$ cat src/rtl/ps2_mouse_rx.sv
// ---------------------------------------------------------------------------
// ps2_mouse_rx
//
// Receiving end of the PS/2 mouse link. Deserialises 11-bit PS/2 frames
// (start, 8 data LSB first, odd parity, stop) from the asynchronous clock/data
// pair and assembles standard 3-byte movement packets into the 25-bit
// ps2_mouse word {toggle, Y, X, status} used by the mouse-to-joystick path.
// Every completed packet inverts bit 24, so consumers detect a new packet by
// watching that bit change rather than by sampling a strobe.
//
// Ports
//   clk_sys    in   1  system clock, everything runs in this domain
//   reset      in   1  synchronous, active-high reset
//   ps2_clk    in   1  PS/2 clock line (asynchronous, idle high)
//   ps2_dat    in   1  PS/2 data line (asynchronous, idle high)
//   ps2_mouse  out 25  [24] toggle, [23:16] Y, [15:8] X, [7:0] status
//   byte_stb   out  1  one-cycle pulse when a frame delivers a valid byte
//   rx_byte    out  8  last valid byte, held until the next byte_stb
//   err_stb    out  1  one-cycle pulse on parity/start/stop/sync/timeout error
//
// Output handshake: byte_stb and err_stb are plain single-cycle strobes with
// no ready/backpressure; a consumer that is not watching on that cycle misses
// the event. rx_byte is valid from the byte_stb cycle until the next one.
// ---------------------------------------------------------------------------
module ps2_mouse_rx #(
    parameter int FILTER      = 8,
    parameter int BIT_TIMEOUT = 60000,
    parameter int PKT_TIMEOUT = 1200000
) (
    input  logic        clk_sys,
    input  logic        reset,
    input  logic        ps2_clk,
    input  logic        ps2_dat,
    output logic [24:0] ps2_mouse,
    output logic        byte_stb,
    output logic [7:0]  rx_byte,
    output logic        err_stb
);

    localparam int FW = $clog2(FILTER + 1);
    localparam int BW = $clog2(BIT_TIMEOUT + 1);
    localparam int PW = $clog2(PKT_TIMEOUT + 1);

    typedef enum logic [1:0] {
        S_IDLE   = 2'd0,
        S_DATA   = 2'd1,
        S_PARITY = 2'd2,
        S_STOP   = 2'd3
    } state_t;

    // -----------------------------------------------------------------------
    // Two-flop synchronizers. Reset to 1 so that reset itself never looks
    // like a falling clock edge on an idle bus.
    // -----------------------------------------------------------------------
    logic clk_s1;
    logic clk_s2;
    logic dat_s1;
    logic dat_s2;

    always_ff @(posedge clk_sys) begin
        if (reset) begin
            clk_s1 <= 1'b1;
            clk_s2 <= 1'b1;
            dat_s1 <= 1'b1;
            dat_s2 <= 1'b1;
        end else begin
            clk_s1 <= ps2_clk;
            clk_s2 <= clk_s1;
            dat_s1 <= ps2_dat;
            dat_s2 <= dat_s1;
        end
    end

    // -----------------------------------------------------------------------
    // Glitch filter on the clock line. The filtered level only follows the
    // synchronized level after FILTER consecutive samples that disagree with
    // it; any sample that agrees again restarts the count. The count never
    // exceeds FILTER-1, so it cannot wrap.
    // -----------------------------------------------------------------------
    logic [FW-1:0] filt_cnt;
    logic          clk_filt;
    logic          clk_filt_prev;
    logic          fall_evt;

    always_ff @(posedge clk_sys) begin
        if (reset) begin
            filt_cnt      <= '0;
            clk_filt      <= 1'b1;
            clk_filt_prev <= 1'b1;
        end else begin
            clk_filt_prev <= clk_filt;
            if (clk_s2 == clk_filt) begin
                filt_cnt <= '0;
            end else if (filt_cnt == FW'(FILTER - 1)) begin
                clk_filt <= clk_s2;
                filt_cnt <= '0;
            end else begin
                filt_cnt <= filt_cnt + 1'b1;
            end
        end
    end

    // Falling edge of the filtered clock. Data is taken from the synchronized
    // (unfiltered) line at this point; PS/2 devices hold data stable across
    // the whole low phase, so the filter delay does not matter for data.
    assign fall_evt = clk_filt_prev & ~clk_filt;

    // -----------------------------------------------------------------------
    // Frame FSM and bit watchdog: state register
    // -----------------------------------------------------------------------
    state_t        state_q;
    state_t        state_d;
    logic [7:0]    shift_q;
    logic [7:0]    shift_d;
    logic [2:0]    bit_cnt_q;
    logic [2:0]    bit_cnt_d;
    logic          par_ok_q;
    logic          par_ok_d;
    logic [BW-1:0] wdog_q;
    logic [BW-1:0] wdog_d;

    // Frame-level events, valid in the cycle the deciding edge/expiry is seen;
    // the registered strobes follow one cycle later.
    logic          byte_ok_c;
    logic          frame_err_c;

    always_ff @(posedge clk_sys) begin
        if (reset) begin
            state_q   <= S_IDLE;
            shift_q   <= '0;
            bit_cnt_q <= '0;
            par_ok_q  <= 1'b0;
            wdog_q    <= '0;
        end else begin
            state_q   <= state_d;
            shift_q   <= shift_d;
            bit_cnt_q <= bit_cnt_d;
            par_ok_q  <= par_ok_d;
            wdog_q    <= wdog_d;
        end
    end

    // -----------------------------------------------------------------------
    // Frame FSM and bit watchdog: next state
    // -----------------------------------------------------------------------
    always_comb begin
        state_d     = state_q;
        shift_d     = shift_q;
        bit_cnt_d   = bit_cnt_q;
        par_ok_d    = par_ok_q;
        wdog_d      = wdog_q;
        byte_ok_c   = 1'b0;
        frame_err_c = 1'b0;

        // Watchdog counts only inside a frame and restarts on every edge.
        // It saturates at BIT_TIMEOUT.
        if (state_q == S_IDLE || fall_evt) begin
            wdog_d = '0;
        end else if (wdog_q != BW'(BIT_TIMEOUT)) begin
            wdog_d = wdog_q + 1'b1;
        end

        if (fall_evt) begin
            // An edge always takes priority over a watchdog expiry that lands
            // on the same cycle.
            unique case (state_q)
                S_IDLE: begin
                    if (!dat_s2) begin
                        state_d   = S_DATA;
                        bit_cnt_d = '0;
                    end else begin
                        frame_err_c = 1'b1;
                    end
                end
                S_DATA: begin
                    shift_d   = {dat_s2, shift_q[7:1]};
                    bit_cnt_d = bit_cnt_q + 3'd1;
                    if (bit_cnt_q == 3'd7) begin
                        state_d = S_PARITY;
                    end
                end
                S_PARITY: begin
                    // Odd parity: XOR of data plus parity bit must be 1.
                    par_ok_d = ^{shift_q, dat_s2};
                    state_d  = S_STOP;
                end
                S_STOP: begin
                    if (dat_s2 && par_ok_q) begin
                        byte_ok_c = 1'b1;
                    end else begin
                        frame_err_c = 1'b1;
                    end
                    state_d = S_IDLE;
                end
                default: begin
                    state_d = S_IDLE;
                end
            endcase
        end else if (state_q != S_IDLE && wdog_q == BW'(BIT_TIMEOUT)) begin
            frame_err_c = 1'b1;
            state_d     = S_IDLE;
            wdog_d      = '0;
        end
    end

    // -----------------------------------------------------------------------
    // Packet assembly
    // -----------------------------------------------------------------------
    logic [1:0]    idx_q;
    logic [7:0]    byte0_q;
    logic [7:0]    byte1_q;
    logic [PW-1:0] pkt_cnt_q;
    logic          sync_err_c;
    logic          pkt_expire_c;

    // The first byte of a packet always has bit 3 set; anything else means we
    // are out of step with the mouse and must wait for a plausible header.
    assign sync_err_c   = byte_ok_c && (idx_q == 2'd0) && !shift_q[3];
    assign pkt_expire_c = (pkt_cnt_q == PW'(PKT_TIMEOUT));

    always_ff @(posedge clk_sys) begin
        if (reset) begin
            idx_q     <= '0;
            byte0_q   <= '0;
            byte1_q   <= '0;
            pkt_cnt_q <= '0;
            ps2_mouse <= '0;
            rx_byte   <= '0;
            byte_stb  <= 1'b0;
            err_stb   <= 1'b0;
        end else begin
            byte_stb <= byte_ok_c;
            err_stb  <= frame_err_c | sync_err_c;

            if (byte_ok_c) begin
                rx_byte <= shift_q;
            end

            // A byte arriving on the same cycle as the packet timeout is
            // placed using the index it arrived with, so byte handling is
            // checked before the timeout.
            if (byte_ok_c) begin
                unique case (idx_q)
                    2'd0: begin
                        if (shift_q[3]) begin
                            byte0_q <= shift_q;
                            idx_q   <= 2'd1;
                        end
                    end
                    2'd1: begin
                        byte1_q <= shift_q;
                        idx_q   <= 2'd2;
                    end
                    2'd2: begin
                        ps2_mouse <= {~ps2_mouse[24], shift_q, byte1_q, byte0_q};
                        idx_q     <= 2'd0;
                    end
                    default: begin
                        idx_q <= 2'd0;
                    end
                endcase
            end else if (frame_err_c || pkt_expire_c) begin
                // Partial packets are simply dropped; ps2_mouse keeps the
                // last complete packet.
                idx_q <= 2'd0;
            end

            // Inter-byte timer: runs only mid-packet, saturates at the limit.
            if (byte_ok_c || idx_q == 2'd0) begin
                pkt_cnt_q <= '0;
            end else if (!pkt_expire_c) begin
                pkt_cnt_q <= pkt_cnt_q + 1'b1;
            end
        end
    end

endmodule

$ cat config.mk
export PLATFORM = sky130hd
export DESIGN_NAME = ps2_mouse_rx
export DESIGN_NICKNAME = d
export VERILOG_FILES = /design/src/rtl/ps2_mouse_rx.sv
export SDC_FILE = /design/constraint.sdc
export NUM_CORES = 1
export LEC_CHECK = 0
export CAP_MARGIN = 25
export CORE_UTILIZATION = 50
export CTS_CLUSTER_DIAMETER = 100
export DETAILED_ROUTE_END_ITERATION = 7
export GPL_TIMING_DRIVEN = 0
export HOLD_SLACK_MARGIN = 0.03
export PLACE_DENSITY_LB_ADDON = 0.05
export SLEW_MARGIN = 20
export SYNTH_ARGS = -nofsm -noshare
export SYNTH_HDL_FRONTEND = slang
export SYNTH_SLANG_ARGS = --single-unit
$ cat constraint.sdc
create_clock -name clk_sys -period 1.69 [get_ports clk_sys]
set_input_delay 0.507 -clock clk_sys [delete_from_list [all_inputs] [get_ports clk_sys]]
set_output_delay 0.507 -clock clk_sys [all_outputs]
set_load 0.02 [all_outputs]
==> impl_metrics.csv, run 1 <==
group,metric,value,unit
outcome,outcome,"complete, but fails checks",
outcome,violations,"negative setup slack",
power_and_ir_drop,ir_drop,0.0006374,V
synthesis,synth_area,4833,um^2
power_and_ir_drop,clkPwrFrac,0.573,
global_route,grt-ovfl-total,0,
synthesis,synth.top_cells.by_area,"dfxtp_1, nand2_1, mux2i_1",
synthesis,synth-edff-count,0,
worst_setup_path,worstSetupPathType,"flip-flop to flip-flop",
synthesis,synthArstFlopShare,0,
job,cap_viol_max_count,0,
worst_setup_path,reg2regPathDepth,7,
power_and_ir_drop,leakage,2.371,nW
synthesis,synth.most_common_cell,"dfxtp_1",
synthesis,yosysWarnings,0,
timing,min_period,1.690,ns
cells_and_area,ff_latch_area,2315,um^2
synthesis,ys_seq_area_frac,0.4722,
clocking,cts_hold_buf,0,
timing,rsz0062_at_grt,"true",
worst_setup_path,cp.arrival,2.07,ns
cells_and_area,antennaDiodeCount,0,
power_and_ir_drop,swShare,0.2109,
synthesis,synthFlopType,"dfxtp_1",
power_and_ir_drop,combPwrFrac,0.026,
placed_design,place_ws,-0.5728,ns
timing,hold_viol,0,
floorplanning,die_h,100.3,um
clocking,htree_levels,4,
worst_setup_path,cp-startpoint,"wdog_q[0]$_SDFF_PP0_",
route,antenna_left,0,
worst_setup_path,rr_endpoint,"idx_q[1]$_SDFFE_PP0P_",
floorplanning,core_area,9284,um^2
synthesis,synth_cell_types,48,
route,drt_wl_total,10670,um
clocking,cts_made_buffers,17,
floorplanning,num_rows,35,
worst_setup_path,r2r_slack,-0.0004,ns
worst_setup_path,endpoint_kind,"flip-flop",
worst_setup_path,cp_max_fo,6,
route,via_count,4041,
route,firstDrtPassIters,4,
synthesis,ys_ff_latch,114,
clocking,clk_pin_slew,0.06,ns
cells_and_area,fin_nets,630,
cells_and_area,multi_input_area,2495,um^2
timing,finalSetupViolCount,1,
floorplanning,io_pins,39,
cells_and_area,area_growth,28.89,%
floorplanning,start_util,0.5206,
clocking,clock_sinks,114,
timing,skew,0.01094,ns
synthesis,synth_common_cells,"dfxtp_1, nand2_1, nor2_1, a21oi_1",
synthesis,yosysTopAreaCell,"dfxtp_1",
placed_design,routabilityCongestion,0.8137,
route,post-route-drc-count,0,
synthesis,netlist.area_leader.share,0.4722,
synthesis,synth_nets,568,
worst_setup_path,cp-start-kind,"flip-flop",
route,routedWlPerCell,14.11,um
route,vias_per_cell,5.345,
timing,fmax,591.6,MHz
timing,worstMarginPinSlew,0.5257,ns
synthesis,synth_cells,553,
clocking,cts_tree,"done",
timing,tns,-0.0004210,ns
clocking,cts_buffer_depth,2,
power_and_ir_drop,intPower,0.005322,W
worst_setup_path,crit_path_end,"idx_q[1]$_SDFFE_PP0P_",
floorplanning,die-area,10060,um^2
hold_path,holdCritPathClass,"flip-flop to flip-flop",
power_and_ir_drop,seq_power_share,0.401,
timing,layout_setup_ws,-0.0004210,ns
timing,fin_crit_sh,1.000,
synthesis,synth.avg_cell_area,8.740,um^2
clocking,clock_latency,0.51,ns
floorplanning,die-width,100.3,um
global_route,grt_pass1_wl,17340,um
route,drtIter0Drc,113,
global_route,grt_max_degree,17,
worst_setup_path,worst_ep_required_time,2.07,ns
power_and_ir_drop,power_density,1083,nW/um^2
clocking,cts-root-buf,"clkbuf_8",
power_and_ir_drop,p_switching,0.001422,W
global_route,grt_use_total,0.2185,
global_route,grt_pass1_vias,3779,
cells_and_area,fillerInstances,778,
placed_design,hpwl,7006,um
timing,relSlewSlack,0.6490,
global_route,antenna_found_initial,0,
placed_design,io_buffer_count,38,
timing,slew_viol_final,0,
worst_setup_path,reg2reg_from,"wdog_q[0]$_SDFF_PP0_",
timing,hold_slack,0.4021,ns
cells_and_area,drive_gt1_frac,0.2089,
-- how the worst min path moves through the flow --
stage                 startpoint  slack [ns]                 to  cells after the start
2_1_floorplan  clk_s1$_SDFF_PP1_        0.39  clk_s2$_SDFF_PP1_                      1
3_3_place_gp   dat_s1$_SDFF_PP1_        0.39  dat_s2$_SDFF_PP1_                      1
3_5_place_dp   dat_s1$_SDFF_PP1_        0.40  dat_s2$_SDFF_PP1_                      1
4_1_cts        dat_s1$_SDFF_PP1_        0.41  dat_s2$_SDFF_PP1_                      1
5_1_grt        dat_s1$_SDFF_PP1_        0.43  dat_s2$_SDFF_PP1_                      1
6_report       dat_s1$_SDFF_PP1_        0.40  dat_s2$_SDFF_PP1_                      1
-- critical path, stage by stage, from the launching register on --
cell,delay (ns)
dfxtp_1,0.33
inv_1,0.06
ha_1,0.14
nor4bb_2,0.25
nand4_1,0.25
buf_6,0.21
o32ai_2,0.16
o21ai_0,0.15
-- stage by stage --
step / total power [W] / utilization / cell area (um^2) / instances
2_1_floorplan: 0.002870 / - / 4845 / 553
3_3_place_gp: 0.002910 / 0.5802 / 5386 / 720
3_5_place_dp: 0.002914 / 0.5802 / 5386 / 720
4_1_cts: 0.006796 / 0.6631 / 6156 / 751
5_1_grt: 0.006938 / 0.6710 / 6230 / 756
6_report: 0.006745 / 0.6710 / 6230 / 756
-- area by class of cell --
class	count	share of cell area
timing repair buffer	48	0.05865
tap	129	0.02591
multi-input combinational	389	0.4005
inverter	14	0.008435
sequential	114	0.3716
clock inverter	14	0.03615
clock buffer	17	0.06648
buffer	31	0.03234
-- power groups by stage --
stage	Sequential (W)	Combinational, W	Clock [W]
after floorplan	0.00277	0.000104	0
final	0.00271	0.000178	0.00386
after detailed placement	0.00277	0.000146	0
after global routing	0.00271	0.000195	0.00404
after CTS	0.00271	0.000164	0.00393
after global placement	0.00277	0.000142	0
-- kinds of logic (layout without fill, tap and decap cells) --
logic type	Yosys count	in the layout	share of synthesized area
AO/OA/AOI/OAI	82	82	0.09863
XOR/XNOR	30	30	0.05721
adder cells (fa/ha/maj)	11	11	0.02847
buffers and inverters	50	124	0.04142
flip-flops	114	114	0.4722
multiplexers	26	26	0.05384
AND/OR/NAND/NOR	240	240	0.2483
-- routing by layer --
layer	vias to the layer above	routed length (um)	GRT usage
met3	7	345	0.05014
li1	2039	-	-
met2	60	5070	0.3672
met5	-	0	0
met4	0	75	0.08027
met1	1935	5178	0.2738
-- placed cells by master, fill, tap and decap left out, drive strengths merged, types with 3 or more instances in the layout --
| master | count |
|---|---|
| nor4 | 4 |
| nand4b | 3 |
| clkdlybuf4s15 | 15 |
| inv | 19 |
| or4 | 8 |
| ha | 11 |
| o21ai | 7 |
| o211ai | 4 |
| and3 | 3 |
| dfxtp | 114 |
| or3 | 4 |
| nand2b | 4 |
| o31ai | 8 |
| clkbuf | 57 |
| or2 | 6 |
| mux2i | 26 |
| xor2 | 13 |
| nor2 | 56 |
| bufinv | 5 |
| nand3 | 26 |
| and4 | 6 |
| nor4b | 4 |
| nand3b | 4 |
| nand2 | 81 |
| and4b | 3 |
| a21oi | 51 |
| clkdlybuf4s50 | 3 |
| nor2b | 3 |
| clkinvlp | 3 |
| xnor2 | 16 |
| nand4 | 13 |
| buf | 20 |
| nor3 | 7 |
-- flip-flops by register name, indices dropped and copies added, names as in the netlist, 2 cells and up --
signal and cells:
ps2_mouse 25, pkt_cnt_q 21, wdog_q 16, byte0_q 8, byte1_q 8, rx_byte 8
shift_q 8, filt_cnt 4, bit_cnt_q 3, idx_q 2, state_q 2
-- repair_timing --
action,CTS,global route
setup buffers,4,6
pin swaps,6,9
resized for setup,108,74
hold endpoints to repair,0,0
endpoints found under the setup margin,121,101
Note: power is estimated with default switching activity, not from simulation.
==> run 2, diff against run 1 <==
--- a/config.mk
+++ b/config.mk
@@ -8,6 +8,7 @@
 export CAP_MARGIN = 25
 export CORE_UTILIZATION = 50
 export CTS_CLUSTER_DIAMETER = 100
+export CTS_CLUSTER_SIZE = 10
 export DETAILED_ROUTE_END_ITERATION = 7
 export GPL_TIMING_DRIVEN = 0
 export HOLD_SLACK_MARGIN = 0.03
==> constraint.sdc (replaced) <==
create_clock -name clk_sys -period 2.03 [get_ports clk_sys]
set_input_delay 0.609 -clock clk_sys [delete_from_list [all_inputs] [get_ports clk_sys]]
set_output_delay 0.609 -clock clk_sys [all_outputs]
set_load 0.02 [all_outputs]
==> run 2 against run 1 <==
Against the previous run:
- the run now ends clean
- non-clock buffer count fell by 2
- global-route usage increased by 0.25 points
- cell count decreased by 0.13%
- critical path depth down 1
- maximum frequency down 11%
- die area did not move
- core utilization down 2.8 points
- setup slack better by 0.13 ns
- sequential cell count unchanged
- worst hold slack better by 0.016 ns
- largest cell class unchanged
==> impl_metrics.csv, run 2 (synthesis results as in run 1) <==
group,metric,value,unit
cells_and_area,regMostFlops,"ps2_mouse",
floorplanning,num_rows,35,
worst_setup_path,worst_ep_required_time,2.46,ns
worst_setup_path,path_cells,"ha_1, nand4_1, or2_1, buf_2, or4_1, a21oi_1",
worst_setup_path,cp-start-kind,"flip-flop",
floorplanning,die-width,100.3,um
route,vias_per_cell,5.265,
placed_design,routabilityCongestion,0.8173,
timing,min_period,1.903,ns
cells_and_area,fin_util,0.6426,
clocking,cts_buffer_depth,2,
timing,fin_crit_sh,0.9376,
hold_path,holdCritPathClass,"flip-flop to flip-flop",
power_and_ir_drop,ir_drop,0.0006143,V
timing,worstMarginPinSlew,0.6638,ns
placed_design,hpwl,7137,um
route,drtIter0Drc,93,
cells_and_area,antennaDiodeCount,0,
outcome,outcome,"finished, final reports clean",
power_and_ir_drop,leakage,2.365,nW
timing,rsz0062_at_grt,"false",
route,drt_wl_total,10570,um
timing,fmax,525.4,MHz
power_and_ir_drop,combPwrFrac,0.025,
job,cap_viol_max_count,0,
route,antenna_left,0,
floorplanning,core_area,9284,um^2
floorplanning,die-area,10060,um^2
clocking,clk_pin_slew,0.05,ns
worst_setup_path,crit_family,"simple AND/OR/NAND/NOR gates",
power_and_ir_drop,swShare,0.2195,
clocking,cts_made_buffers,17,
route,via_count,3975,
power_and_ir_drop,p_total,0.005211,W
power_and_ir_drop,seq_power_share,0.433,
clocking,htree_levels,4,
power_and_ir_drop,p_switching,0.001144,W
route,routedWlPerCell,14.01,um
clocking,clock_latency,0.51,ns
timing,finalSetupViolCount,0,
cells_and_area,final_cell_mix,"dfxtp_1, nand2_1, nor2_1, a21oi_1, dlygate4sd2_1",
worst_setup_path,slowest_stage,"or4_1",
global_route,grt_use_total,0.2210,
worst_setup_path,endpoint_kind,"flip-flop",
cells_and_area,layout_commonest_cell,"dfxtp_1",
worst_setup_path,path_buf_inv,1,
route,post-route-drc-count,0,
power_and_ir_drop,intPower,0.004067,W
floorplanning,start_util,0.5206,
clocking,clock_sinks,114,
cells_and_area,fillerInstances,847,
global_route,grt_pass1_wl,17340,um
route,firstDrtPassIters,4,
worst_setup_path,cp.arrival,2.33,ns
worst_setup_path,worstSetupPathType,"flip-flop to flip-flop",
floorplanning,die_h,100.3,um
cells_and_area,drive_gt1_frac,0.09425,
power_and_ir_drop,clkPwrFrac,0.542,
placed_design,io_buffer_count,38,
timing,tns,0,ns
timing,hold_viol,0,
timing,hold_slack,0.4181,ns
global_route,grt-ovfl-total,0,
timing,skew,0.01155,ns
worst_setup_path,cpPeakStageDelay,0.50,ns
clocking,cts_tree,"done",
timing,relSlewSlack,0.5512,
cells_and_area,fin_nets,628,
timing,slew_viol_final,0,
global_route,grt_max_degree,17,
clocking,cts_hold_buf,0,
power_and_ir_drop,power_density,873.5,nW/um^2
global_route,antenna_found_initial,0,
floorplanning,io_pins,39,
cells_and_area,largest_reg_flops,25,
worst_setup_path,cp_max_fo,8,
cells_and_area,area_growth,23.43,%
global_route,grt_pass1_vias,3780,
cells_and_area,reg_top3,"ps2_mouse (25), pkt_cnt_q (21), wdog_q (16)",
clocking,cts-root-buf,"clkbuf_8",
## run 2: cell types whose count changed in the layout (fill, tap and decap cells not counted), moves of 11 or more
cell,change
dlygate4sd2_1,+34
clkbuf_2,-25
dfxtp_1,+16
clkbuf_1,+13
clkdlybuf4s15_1,-13
dfxtp_2,-11
## run 2: final timing paths
kind	startpoint	endpoint	slack, ns	depth (start not counted)
worst max-delay path	pkt_cnt_q[1]$_SDFFE_PP0P_	pkt_cnt_q[20]$_SDFFE_PP0P_	0.13	6
worst min-delay path	dat_s1$_SDFF_PP1_	dat_s2$_SDFF_PP1_	0.42	1
worst max register to register	pkt_cnt_q[1]$_SDFFE_PP0P_	pkt_cnt_q[20]$_SDFFE_PP0P_	0.13	6
worst min register to register	dat_s1$_SDFF_PP1_	dat_s2$_SDFF_PP1_	0.42	1
## run 2: worst register-to-register path, delay by kind of cell, from the launching register on
| family | cells | cell delay (ns) |
|---|---|---|
| AO/OA/AOI/OAI | 1 | 0.15 |
| adder cells (fa/ha/maj) | 1 | 0.24 |
| buffers and inverters | 1 | 0.17 |
| flip-flops | 1 | 0.42 |
| AND/OR/NAND/NOR | 3 | 0.86 |
## run 2: per-stage QoR
step | instances | instance area (um^2) | setup slack, ns
after floorplan | 553 | 4833 | 0.2734
after global placement | 720 | 5375 | -0.2684
after detailed placement | 720 | 5375 | -0.3124
after CTS | 752 | 5913 | 0.01703
after global routing | 755 | 5966 | 0.03304
final | 755 | 5966 | 0.1267
## run 2: cell type report
type / instances / area, um^2 / area share
buffer: 34 / 145.1 / 0.02433
clock buffer: 19 / 431.7 / 0.07236
clock inverter: 13 / 136.4 / 0.02286
inverter: 14 / 52.55 / 0.008809
multi-input combinational: 389 / 2382 / 0.3993
sequential: 114 / 2282 / 0.3826
tap: 129 / 161.4 / 0.02706
timing repair buffer: 43 / 374.1 / 0.06271
## run 2: power by group through the flow
stage / Combinational [W] / Sequential (W) / Clock, W
5_1_grt: 0.000147 / 0.00226 / 0.00298
2_1_floorplan: 0.0000864 / 0.00230 / 0
3_5_place_dp: 0.000120 / 0.00231 / 0
4_1_cts: 0.000122 / 0.00226 / 0.00287
6_report: 0.000130 / 0.00226 / 0.00282
3_3_place_gp: 0.000118 / 0.00230 / 0
## run 2: routing by layer
metal / vias up / global-route usage / share of wire
met4: 0 / 0.08250 / 0.0078
met3: 6 / 0.05223 / 0.030
li1: 2041 / - / -
met2: 58 / 0.3704 / 0.48
met5: - / 0 / 0
met1: 1870 / 0.2764 / 0.48
## run 2: what timing repair did
item / 4_1_cts / 5_1_grt
setup buffers: 0 / 5
endpoints found under the setup margin: 59 / 52
pin swaps: 0 / 2
gates resized for setup: 38 / 7
hold endpoints to repair: 0 / 0
